**config.mk**
```make
export PLATFORM = sky130hd
export DESIGN_NAME = quad_encoder_counter
export DESIGN_NICKNAME = d
export VERILOG_FILES = /design/src/rtl/quad_encoder_counter.sv
export SDC_FILE = /design/constraint.sdc
export NUM_CORES = 1
export LEC_CHECK = 0
export CORE_MARGIN = 2
export CORE_UTILIZATION = 54
export CTS_CLUSTER_SIZE = 24
export DETAILED_ROUTE_END_ITERATION = 6
export PLACE_DENSITY_LB_ADDON = 0.05
export SLEW_MARGIN = 0
export SYNTH_ARGS = -nofsm -noshare
export SYNTH_HDL_FRONTEND = slang
export SYNTH_SLANG_ARGS = --single-unit
```
**constraint.sdc**
```tcl
create_clock -name CLK -period 3.9 [get_ports CLK]
set_input_delay 1.17 -clock CLK [delete_from_list [all_inputs] [get_ports CLK]]
set_output_delay 1.17 -clock CLK [all_outputs]
set_load 0.005 [all_outputs]
```
**src/rtl/quad_encoder_counter.sv**
```systemverilog
// x4 quadrature decoder with synchronizers, a wrapping 0..PPR pulse counter, index handling
// and a sticky illegal-transition flag. All outputs are registered.
module quad_encoder_counter #(
  parameter int unsigned SYNC_STAGES   = 2,
  parameter bit          ZERO_ON_INDEX = 1'b1
) (
  input  logic       CLK,
  input  logic       RST,
  input  logic       A,
  input  logic       B,
  input  logic       Z,
  input  logic [9:0] PPR,
  input  logic       ERR_CLR,
  output logic [9:0] P,
  output logic       DIR,
  output logic       STEP,
  output logic       IDX_SEEN,
  output logic       ERR
);

  typedef enum logic {StPrime, StRun} state_e;

  state_e                 state_q;
  logic [2:0]             prime_cnt_q;
  logic [SYNC_STAGES-1:0] a_sync_q, b_sync_q, z_sync_q;
  logic [1:0]             prev_ab_q;
  logic                   prev_z_q;

  logic [1:0] cur_ab;
  logic       cur_z;
  logic       fwd, rev, illegal, idx_edge, idx_zero;
  logic [9:0] p_inc, p_dec;

  assign cur_ab   = {a_sync_q[SYNC_STAGES-1], b_sync_q[SYNC_STAGES-1]};
  assign cur_z    = z_sync_q[SYNC_STAGES-1];
  assign idx_edge = ~prev_z_q & cur_z;
  assign idx_zero = idx_edge & ZERO_ON_INDEX;
  assign p_inc    = (P == PPR) ? 10'd0 : P + 10'd1;
  assign p_dec    = (P == 10'd0) ? PPR : P - 10'd1;

  // Gray sequence 00->01->11->10 is forward; a two-bit change has no direction.
  always_comb begin
    fwd     = 1'b0;
    rev     = 1'b0;
    illegal = 1'b0;
    unique case ({prev_ab_q, cur_ab})
      4'b0001, 4'b0111, 4'b1110, 4'b1000: fwd     = 1'b1;
      4'b0010, 4'b1011, 4'b1101, 4'b0100: rev     = 1'b1;
      4'b0011, 4'b1100, 4'b0110, 4'b1001: illegal = 1'b1;
      default: ;
    endcase
  end

  always_ff @(posedge CLK) begin
    if (RST) begin
      state_q     <= StPrime;
      prime_cnt_q <= 3'd0;
      a_sync_q    <= '0;
      b_sync_q    <= '0;
      z_sync_q    <= '0;
      prev_ab_q   <= 2'b00;
      prev_z_q    <= 1'b0;
      P           <= 10'd0;
      DIR         <= 1'b0;
      STEP        <= 1'b0;
      IDX_SEEN    <= 1'b0;
      ERR         <= 1'b0;
    end else begin
      a_sync_q <= {a_sync_q[SYNC_STAGES-2:0], A};
      b_sync_q <= {b_sync_q[SYNC_STAGES-2:0], B};
      z_sync_q <= {z_sync_q[SYNC_STAGES-2:0], Z};
      STEP     <= 1'b0;

      if ((state_q == StRun) && illegal) begin
        ERR <= 1'b1;
      end else if (ERR_CLR) begin
        ERR <= 1'b0;
      end

      unique case (state_q)
        StPrime: begin
          prime_cnt_q <= prime_cnt_q + 3'd1;
          // Chains are full of live input values by the last priming cycle.
          if (prime_cnt_q == 3'(SYNC_STAGES)) begin
            prev_ab_q <= cur_ab;
            prev_z_q  <= cur_z;
            state_q   <= StRun;
          end
        end
        StRun: begin
          prev_ab_q <= cur_ab;
          prev_z_q  <= cur_z;
          if (fwd) DIR <= 1'b1;
          if (rev) DIR <= 1'b0;
          if (idx_edge) IDX_SEEN <= 1'b1;
          if (idx_zero) begin
            P    <= 10'd0;
            STEP <= 1'b1;
          end else if (fwd) begin
            P    <= p_inc;
            STEP <= 1'b1;
          end else if (rev) begin
            P    <= p_dec;
            STEP <= 1'b1;
          end else if (P > PPR) begin
            P <= 10'd0;
          end
        end
        default: state_q <= StPrime;
      endcase
    end
  end

endmodule

```
Word-level counts from Yosys, hierarchy flattened

Cells that the tools add are included.

Add/sub/neg operators: 3
Muxes and demuxes: 22
Order comparisons: 1
Eq/ne operators: 15
Reductions and logical operators: 12
Bitwise logic cells: 3

Operators with widths:

| kind                                                                  | count |
|---|---|
| 10-bit 2-to-1 mux                                                     | 6 |
| 4-bit equality test, second input constant                            | 6 |
| 1-bit 2-to-1 mux                                                      | 13 |
| 4-bit by 3-bit equality test with 1-bit output, second input constant | 3 |
| 4-bit OR reduction                                                    | 3 |
| 10-bit by 1-bit adder with 10-bit output, second input constant       | 1 |
| 10-bit equality test                                                  | 1 |
| 10-bit greater-than comparator                                        | 1 |
| 10-bit zero test                                                      | 1 |
| 10-bit by 1-bit subtractor with 10-bit output, second input constant  | 1 |
| 4-bit by 2-bit equality test with 1-bit output, second input constant | 2 |
| 2-bit AND reduction                                                   | 3 |
| 4-bit by 1-bit equality test with 1-bit output, second input constant | 1 |
| 2-bit one-hot mux with 2 select lines                                 | 1 |
| 2-bit nonzero test                                                    | 2 |
| 4-bit nonzero test                                                    | 1 |
| 3-bit by 1-bit adder with 3-bit output, second input constant         | 1 |
| 3-bit by 2-bit equality test with 1-bit output, second input constant | 1 |
| 2-bit 2-to-1 mux                                                      | 1 |
| 2-bit != test, second input constant                                  | 1 |
| 1-bit NOT                                                             | 2 |
| 1-bit one-hot mux with 2 select lines                                 | 1 |
| 2-bit OR reduction                                                    | 1 |
| 1-bit AND                                                             | 1 |
| 1-bit logical AND                                                     | 1 |

Register bits after elaboration: 27
Output and inout port bits: 14
Word-level logic and storage cells: 68
Bits of input ports: 16

Depth between registers and ports, before layout

Gate-level depths: netlist of the first run.

Depth in word-level cells: 6
Gate-level depth with buffers: 9
Gate-level depth less buffers: 8

Worst setup path after synthesis of the first run

OpenSTA, ideal clock, no wires.

Path kind: input to register
Start: in PPR[7]
End: reg P[7]
Path buffers: 0
Arrival: 2.689 ns
Data required time: 3.830 ns
Slack: 1.140 ns
Stages on the path: 8
Library setup time: 0.070 ns
Cells stage by stage: inv_1 -> ha_1 -> a211o_1 -> a21oi_1 -> o211ai_1 -> a311oi_4 -> o21bai_1 -> o2bb2ai_1

Word-level cells in the longest chain between the ends: 4
Elaborated cells between the ends (all ways): 9
Classes of those cells: 1 x order compare; 1 x eq/ne; 5 x mux; 2 x reduce/logical

Ends and longest elaborated chain:

| item                                                                   | line | RTL |
|---|---|---|
| from (decl)                                                            | 12   | `input logic [9:0] PPR,` |
| branches (longest 4 deep; another with 10-bit greater-than comparator) | --   |  |
| to (signal assigned)                                                   | 100  | `P <= p_inc;` |
| to (signal assigned)                                                   | 103  | `P <= p_dec;` |
| to (decl)                                                              | 14   | `output logic [9:0] P,` |

Several ways; the timed one is not identified.
A chain may end at the register's enable or synchronous reset.

Final worst setup path of the first run

Start: in PPR[9]
End: reg P[3]

Word-level cells in the longest chain between the ends: 4
Elaborated cells between the ends (all ways): 7
Classes of those cells: 1 x order compare; 1 x eq/ne; 3 x mux; 2 x reduce/logical

Ends and longest elaborated chain:

| item |
|---|
| branches (longest 4 deep; another with 10-bit greater-than comparator) |

Several ways; the timed one is not identified.

==> metrics.md, run 1 <==
| Metric | Value |
|---|---|
| Buffers added on ports | 29 |
| Sequential area share after synthesis | 30.2% |
| Post-synth ARST share | 0% |
| Max-capacitance violation count | 0 |
| Post-Syn Instances | between 200 and 250 |
| Routed vias | around 1800 |
| Largest net degree at the start of global routing | 19 |
| Die area | roughly 3800 sq um |
| GR Util All Layers | between 20% and 30% |
| Vias in the first global route | 1707 |
| Place WS | about 0.37 ns |
| R2R Setup Slk | about 1.5 ns |
| #FFs+latches synth | 27 |
| Synth warnings | 0 |
| Post-synthesis cell area | about 1800 sq um |
| Result of the run | finished, final reports clean |
| RSZ-0062 raised after global routing | no |
| Depth of the CTS H-tree | 1 |
| DRT Pass-1 Iters | 4 |
| Synth top area share | between 30% and 40% |
| Area grow syn2layout | 19.3% |
| DRC | 0 |
| Max Slew Vio Count | 0 |
| Grt ovf | 0 |
| CTS tree | built |
| Drt total wl | 4410 um |
| Critical Path End | P[3] |
| Max Freq | ~310 MHz |
| 1st-iter DRT viols | between 150 and 200 |
| Clock period minus worst slack | approximately 3.2 ns |
| EDFF count, synth | 0 |
| Antenna cells | 0 |
| Kind of cell adding the most delay to the critical path | buffers and inverters |
| Worst path required time | roughly 4.2 ns |
| Vias per cell | roughly 6.0 |
| Slowest library cell on the worst path | clkdlybuf4s50_1 |
| R2R depth | 7 |
| Final setup fails | 0 |
| PwrDens | between 300 and 400 nW/um^2 |
| Post-CTS Resized | 0 |
| Num ports | 30 |
| Num rows | 20 |
| Crit Path Max Fanout | 8 |
| CP max stage delay | roughly 0.45 ns |
| Worst setup SP type | primary input |
| Final hold violations | 0 |
| Post-route setup slack | around 0.71 ns |
| Initial antenna violation count | 0 |
| Synth area leader | dfxtp_1 |
| Routability Congestion | ~0.9 |
| Die height | slightly above 60 um |
| Worst-margin pin slew | between 0.5 and 0.6 ns |
| Arr. time, crit path | roughly 3.5 ns |
| Leak | 0.883 nW |
| Top_reg_cell synth | dfxtp_1 |
| CTS Hold Bufs | 0 |
| Antenna viol nets, final | 0 |
| RR Endpoint | P[8] |
| Critical path depth in cells | 10 |
| Number of setup buffers added after CTS | 0 |
| Worst-path clk slew | roughly 0.17 ns |
| Period utilization | 81.9% |
| Longest Clk Path Bufs | 2 |
| Fin nets | 280 |
| Launch point of the critical path | PPR[9] |
| Clock sinks | 27 |
| Worst Skew | 0.00732 ns |
| Fraction of layout cells with a size suffix above 1 | approximately 5.2% |
| Synth cell types | 48 |
| CP Cell Sequence | clkdlybuf4s50_1 > inv_1 > ha_1 > and4_1 > nand3_1 > and3_1 > a22oi_1 > buf_4 > a21oi_1 > a21o_1 |
| Global-route wire length before repair | ~7300 um |
| Syn Nets | approximately 260 |
| Hold Crit Class | reg2reg |
| Rel. slew slack | a little over 60% |
| Worst vdd ir | ~0.22 mV |
| FF-to-FF Start | P[0] |
| CP Capture Type | register |
| Hpwl dp | roughly 3300 um |
| Critical path class | in2reg |
| Worst skew pair latency | 0.35 ns |
| TNS Setup | 0 ns |
| Chip width | slightly above 60 um |
| WP buf/inv | 3 |
| Fillers | ~290 |
| Initial Util | 57.7% |
| Cts bufs inserted | 3 |
| Clk Tree Root Cell | clkbuf_4 |
| Avg Cell Area, Syn | a little under 8 sq um |
| Largest cells by area after synthesis | dfxtp_1 (30%), ha_1 (9.8%), nor2_1 (5.0%), a21oi_1 (4.5%), nor2b_1 (3.8%) |
| WL/cell | around 15 um |
| Core area | around 3100 sq um |
-- layer usage --
metal / track usage [%] / up-vias / wire (um)
met4: 12.5 / 0 / 85
met5: 0 / - / 0
met2: 39.7 / 88 / 2030
li1: - / 849 / -
met1: 34.6 / 815 / 1940
met3: 4.62 / 13 / 352
-- cell families (layout without fill, tap and decap cells) --
group / count (synthesis) / in the layout / synth area share (%)
compound gates: 62 / 62 / 23.9
xor+xnor: 10 / 10 / 4.89
fa+ha+maj: 14 / 14 / 9.79
buf+inv: 29 / 53 / 6.57
flops: 27 / 27 / 30.2
mux: 4 / 4 / 2.31
simple gates: 79 / 79 / 22.3
-- stage by stage --
step | hold WS, ns | power [mW] | util (%) | cells | cell area (sq um)
floorplan | 0.414 | 0.471 | - | 225 | 1790
global placement | 0.419 | 0.520 | 67.8 | 289 | 2100
detailed placement | 0.425 | 0.538 | 67.8 | 289 | 2100
CTS | 0.458 | 0.674 | 68.8 | 293 | 2130
global route | 0.465 | 0.712 | 68.8 | 293 | 2130
finish | 0.454 | 0.670 | 68.8 | 293 | 2130
-- final cells by class --
type / count / area, sq um / share of cell area, %
sequential: 27 / 541 / 25.3
timing repair buffer: 32 / 313 / 14.7
inverter: 17 / 63.8 / 2.99
tap: 44 / 55.1 / 2.58
clock buffer: 3 / 22.5 / 1.06
multi-input combinational: 169 / 1130 / 53.0
clock inverter: 1 / 8.76 / 0.410
-- synth_stat cells (all sizes together) (4+ instances only) --
| cell type | count |
|---|---|
| nor4 | 5 |
| clkbuf | 10 |
| dfxtp | 27 |
| nor2 | 24 |
| nor2b | 11 |
| ha | 14 |
| o21ai | 14 |
| xor2 | 6 |
| a21oi | 16 |
| inv | 17 |
| a32oi | 5 |
| nand3 | 9 |
| xnor2 | 4 |
| nand2 | 16 |
-- how the worst min path moves through the flow --
stage                           start           to  slack (ns)  cells after the start
after floorplan           a_sync_q[0]  a_sync_q[1]        0.41                      1
after global placement    z_sync_q[0]  z_sync_q[1]        0.42                      1
after detailed placement  z_sync_q[0]  z_sync_q[1]        0.42                      1
after CTS                 z_sync_q[0]  z_sync_q[1]        0.46                      1
after global routing      z_sync_q[0]  z_sync_q[1]        0.47                      1
final                     z_sync_q[0]  z_sync_q[1]        0.45                      1
-- registers in the layout, indices dropped and copies added, names as in the netlist --
name         cells
prime_cnt_q      3
ERR              1
IDX_SEEN         1
STEP             1
z_sync_q         2
DIR              1
state_q          1
prev_ab_q        2
a_sync_q         2
P               10
b_sync_q         2
prev_z_q         1
-- layout by cell type, fill, tap and decap left out, drive strengths merged, types with 4 or more instances in the layout --
cell           count
nand3              9
a21oi             16
o21ai             14
nor2              24
clkdlybuf4s50     29
nand2             16
xnor2              4
a32oi              5
inv               18
ha                14
nor4               5
nor2b             11
dfxtp             27
xor2               6
-- report_power, final --
group | switching, mW | internal, mW | leakage [nW]
logic | 0.107 | 0.0914 | 0.645
registers | 0.0330 | 0.301 | 0.220
clock network | 0.0956 | 0.0421 | 0.0183
Power figures use the tool's default switching activity.
==> run 2, diff against run 1 <==
--- a/config.mk
+++ b/config.mk
@@ -6,7 +6,7 @@
 export NUM_CORES = 1
 export LEC_CHECK = 0
 export CORE_MARGIN = 2
-export CORE_UTILIZATION = 54
+export CORE_UTILIZATION = 48
 export CTS_CLUSTER_SIZE = 24
 export DETAILED_ROUTE_END_ITERATION = 6
 export PLACE_DENSITY_LB_ADDON = 0.05
==> constraint.sdc (replaced) <==
create_clock -name CLK -period 2.93 [get_ports CLK]
set_input_delay 0.879 -clock CLK [delete_from_list [all_inputs] [get_ports CLK]]
set_output_delay 0.879 -clock CLK [all_outputs]
set_load 0.005 [all_outputs]
==> metrics.md, run 2 (synthesis gave the netlist of run 1 again) <==
| Metric | Value |
|---|---|
| Max Slew Vio Count | 0 |
| Routability Congestion | 0.875 |
| Largest net degree at the start of global routing | 19 |
| Worst Skew | 0.00193 ns |
| Max Freq | approximately 360 MHz |
| Slowest library cell on the worst path | clkdlybuf4s50_1 |
| Drt total wl | 4260 um |
| Buffers added on ports | 29 |
| FF-to-FF Start | P[0] |
| Antenna cells | 0 |
| Register area | roughly 540 sq um |
| Initial Util | 49.2% |
| Chip width | ~65 um |
| Initial antenna violation count | 0 |
| Cell area after placement | between 2000 and 2500 sq um |
| CTS Hold Bufs | 0 |
| DRC | 0 |
| Antenna viol nets, final | 0 |
| Die height | roughly 65 um |
| Worst skew pair latency | 0.27 ns |
| CP max stage delay | around 0.46 ns |
| Final core occ | 63.0% |
| CTS tree | built |
| Biggest regs | P (10), prime_cnt_q (3) |
| Hold path startpoint | z_sync_q[0] |
| Crit Path Max Fanout | 6 |
| Hold Crit Class | reg2reg |
| Grt ovf | 0 |
| Die area | around 4200 sq um |
| Worst-margin pin slew | around 0.50 ns |
| CP Capture Type | register |
| Clock period minus worst slack | about 2.8 ns |
| WP buf/inv | 4 |
| Worst setup SP type | primary input |
| Depth of the CTS H-tree | 1 |
| Core area | 3630 sq um |
| Global-route wire length before repair | 7160 um |
| Routed vias | 1728 |
| Fin nets | a little under 300 |
| Rel. slew slack | between 60% and 70% |
| PwrDens | 406 nW/um^2 |
| Worst path required time | roughly 3.1 ns |
| R2R Setup Slk | ~0.56 ns |
| Worst Hold Depth | 1 |
| Hpwl dp | between 3000 and 4000 um |
| Area grow syn2layout | 27.9% |
| Max-capacitance violation count | 0 |
| Fraction of layout cells with a size suffix above 1 | a little under an eighth |
| Worst vdd ir | around 0.34 mV |
| R2R depth | 7 |
| Design area | 2290 sq um |
| Clock sinks | 27 |
| Critical path class | in2reg |
| Num rows | 22 |
| Leak | 0.962 nW |
| Top reg by flops | P |
| Arr. time, crit path | roughly 3 ns |
| Leading cell type in the layout, fill and taps excluded | clkdlybuf4s50_1 |
| Longest Clk Path Bufs | 2 |
| Vias in the first global route | approximately 1600 |
| Cts bufs inserted | 3 |
| Hold Path Sink | z_sync_q[1] |
| Num ports | 30 |
| Worst-path clk slew | around 0.090 ns |
| RR Endpoint | P[8] |
| Multi-input logic area | between 1000 and 1500 sq um |
| Max reg flops | 10 |
| TNS Setup | 0 ns |
| Post-route setup slack | about 0.12 ns |
| Final setup fails | 0 |
| Fillers | between 300 and 400 |
| Clk Tree Root Cell | clkbuf_8 |
| Place WS | -0.221 ns |
| Result of the run | finished, final reports clean |
| Final hold violations | 0 |
| Commonest cells after routing, fill and taps aside | clkdlybuf4s50_1 (29), dfxtp_1 (27), nor2_1 (24) |
| Critical Path Most Common Cell | o21ai_0 |
| WL/cell | 13.7 um |
| 1st-iter DRT viols | 151 |
| DRT Pass-1 Iters | 4 |
| Period utilization | 95.9% |
| CP Cell Sequence | clkdlybuf4s50_1 > inv_1 > ha_1 > buf_4 > o21a_1 > a21oi_1 > o211ai_1 > a311oi_4 > buf_6 > o21ai_0 > o21ai_0 |
| Vias per cell | ~5.5 |
| Kind of cell adding the most delay to the critical path | compound AO/OA/AOI/OAI gates |
| GR Util All Layers | a little over a fifth |
run 2: cell count changes in the layout (fill, tap and decap cells not counted), sizes merged:
cell / before / now
buf: 3 / 18
inv: 18 / 17
clkinvlp: 0 / 1
run 2: power by group:
group / leakage (nW) / switching (mW) / internal [mW] / total [mW]
clock network: 0.0217 / 0.118 / 0.0964 / 0.215
registers: 0.220 / 0.0433 / 0.400 / 0.443
logic: 0.721 / 0.136 / 0.136 / 0.272
total: 0.962 / 0.298 / 0.632 / 0.930
run 2: worst max path at each step:
stage	start	to	slack, ns	cells past startpoint
2_1_floorplan	PPR[7]	P[7]	0.46	8
3_3_place_gp	PPR[7]	P[7]	-0.25	10
3_5_place_dp	PPR[7]	P[2]	-0.22	10
4_1_cts	PPR[7]	P[2]	0.07	10
5_1_grt	PPR[9]	P[7]	-0.009	11
6_report	PPR[9]	P[2]	0.12	11
run 2: cell type report:
type                            instances  share of cell area (%)
Multi-Input combinational cell        169                    50.1
Sequential cell                        27                    23.6
Timing Repair Buffer                   47                    18.8
Inverter                               17                    2.79
Tap cell                               48                    2.62
Clock buffer                            3                    1.80
Clock inverter                          1                   0.328
run 2: stage by stage:
stage | hold slack, ns | power [mW] | instances
after floorplan | 0.414 | 0.628 | 225
after global placement | 0.419 | 0.718 | 307
after detailed placement | 0.429 | 0.719 | 307
after CTS | 0.455 | 0.935 | 311
after global routing | 0.464 | 0.989 | 312
final | 0.447 | 0.930 | 312
run 2: what timing repair did:
| action | 4_1_cts | 5_1_grt |
|---|---|---|
| buffers inserted | 0 | 1 |
| resized for setup | 0 | 4 |
| endpoints found under the setup margin | 0 | 8 |
run 2: metal layers:
| metal | up-vias | GRT usage, % | share of wire [%] |
|---|---|---|---|
| met3 | 6 | 2.43 | 3.7 |
| met5 | - | 0 | 0 |
| met1 | 805 | 27.3 | 47 |
| met4 | 0 | 5.99 | 1.7 |
| met2 | 39 | 37.4 | 48 |
| li1 | 878 | - | - |
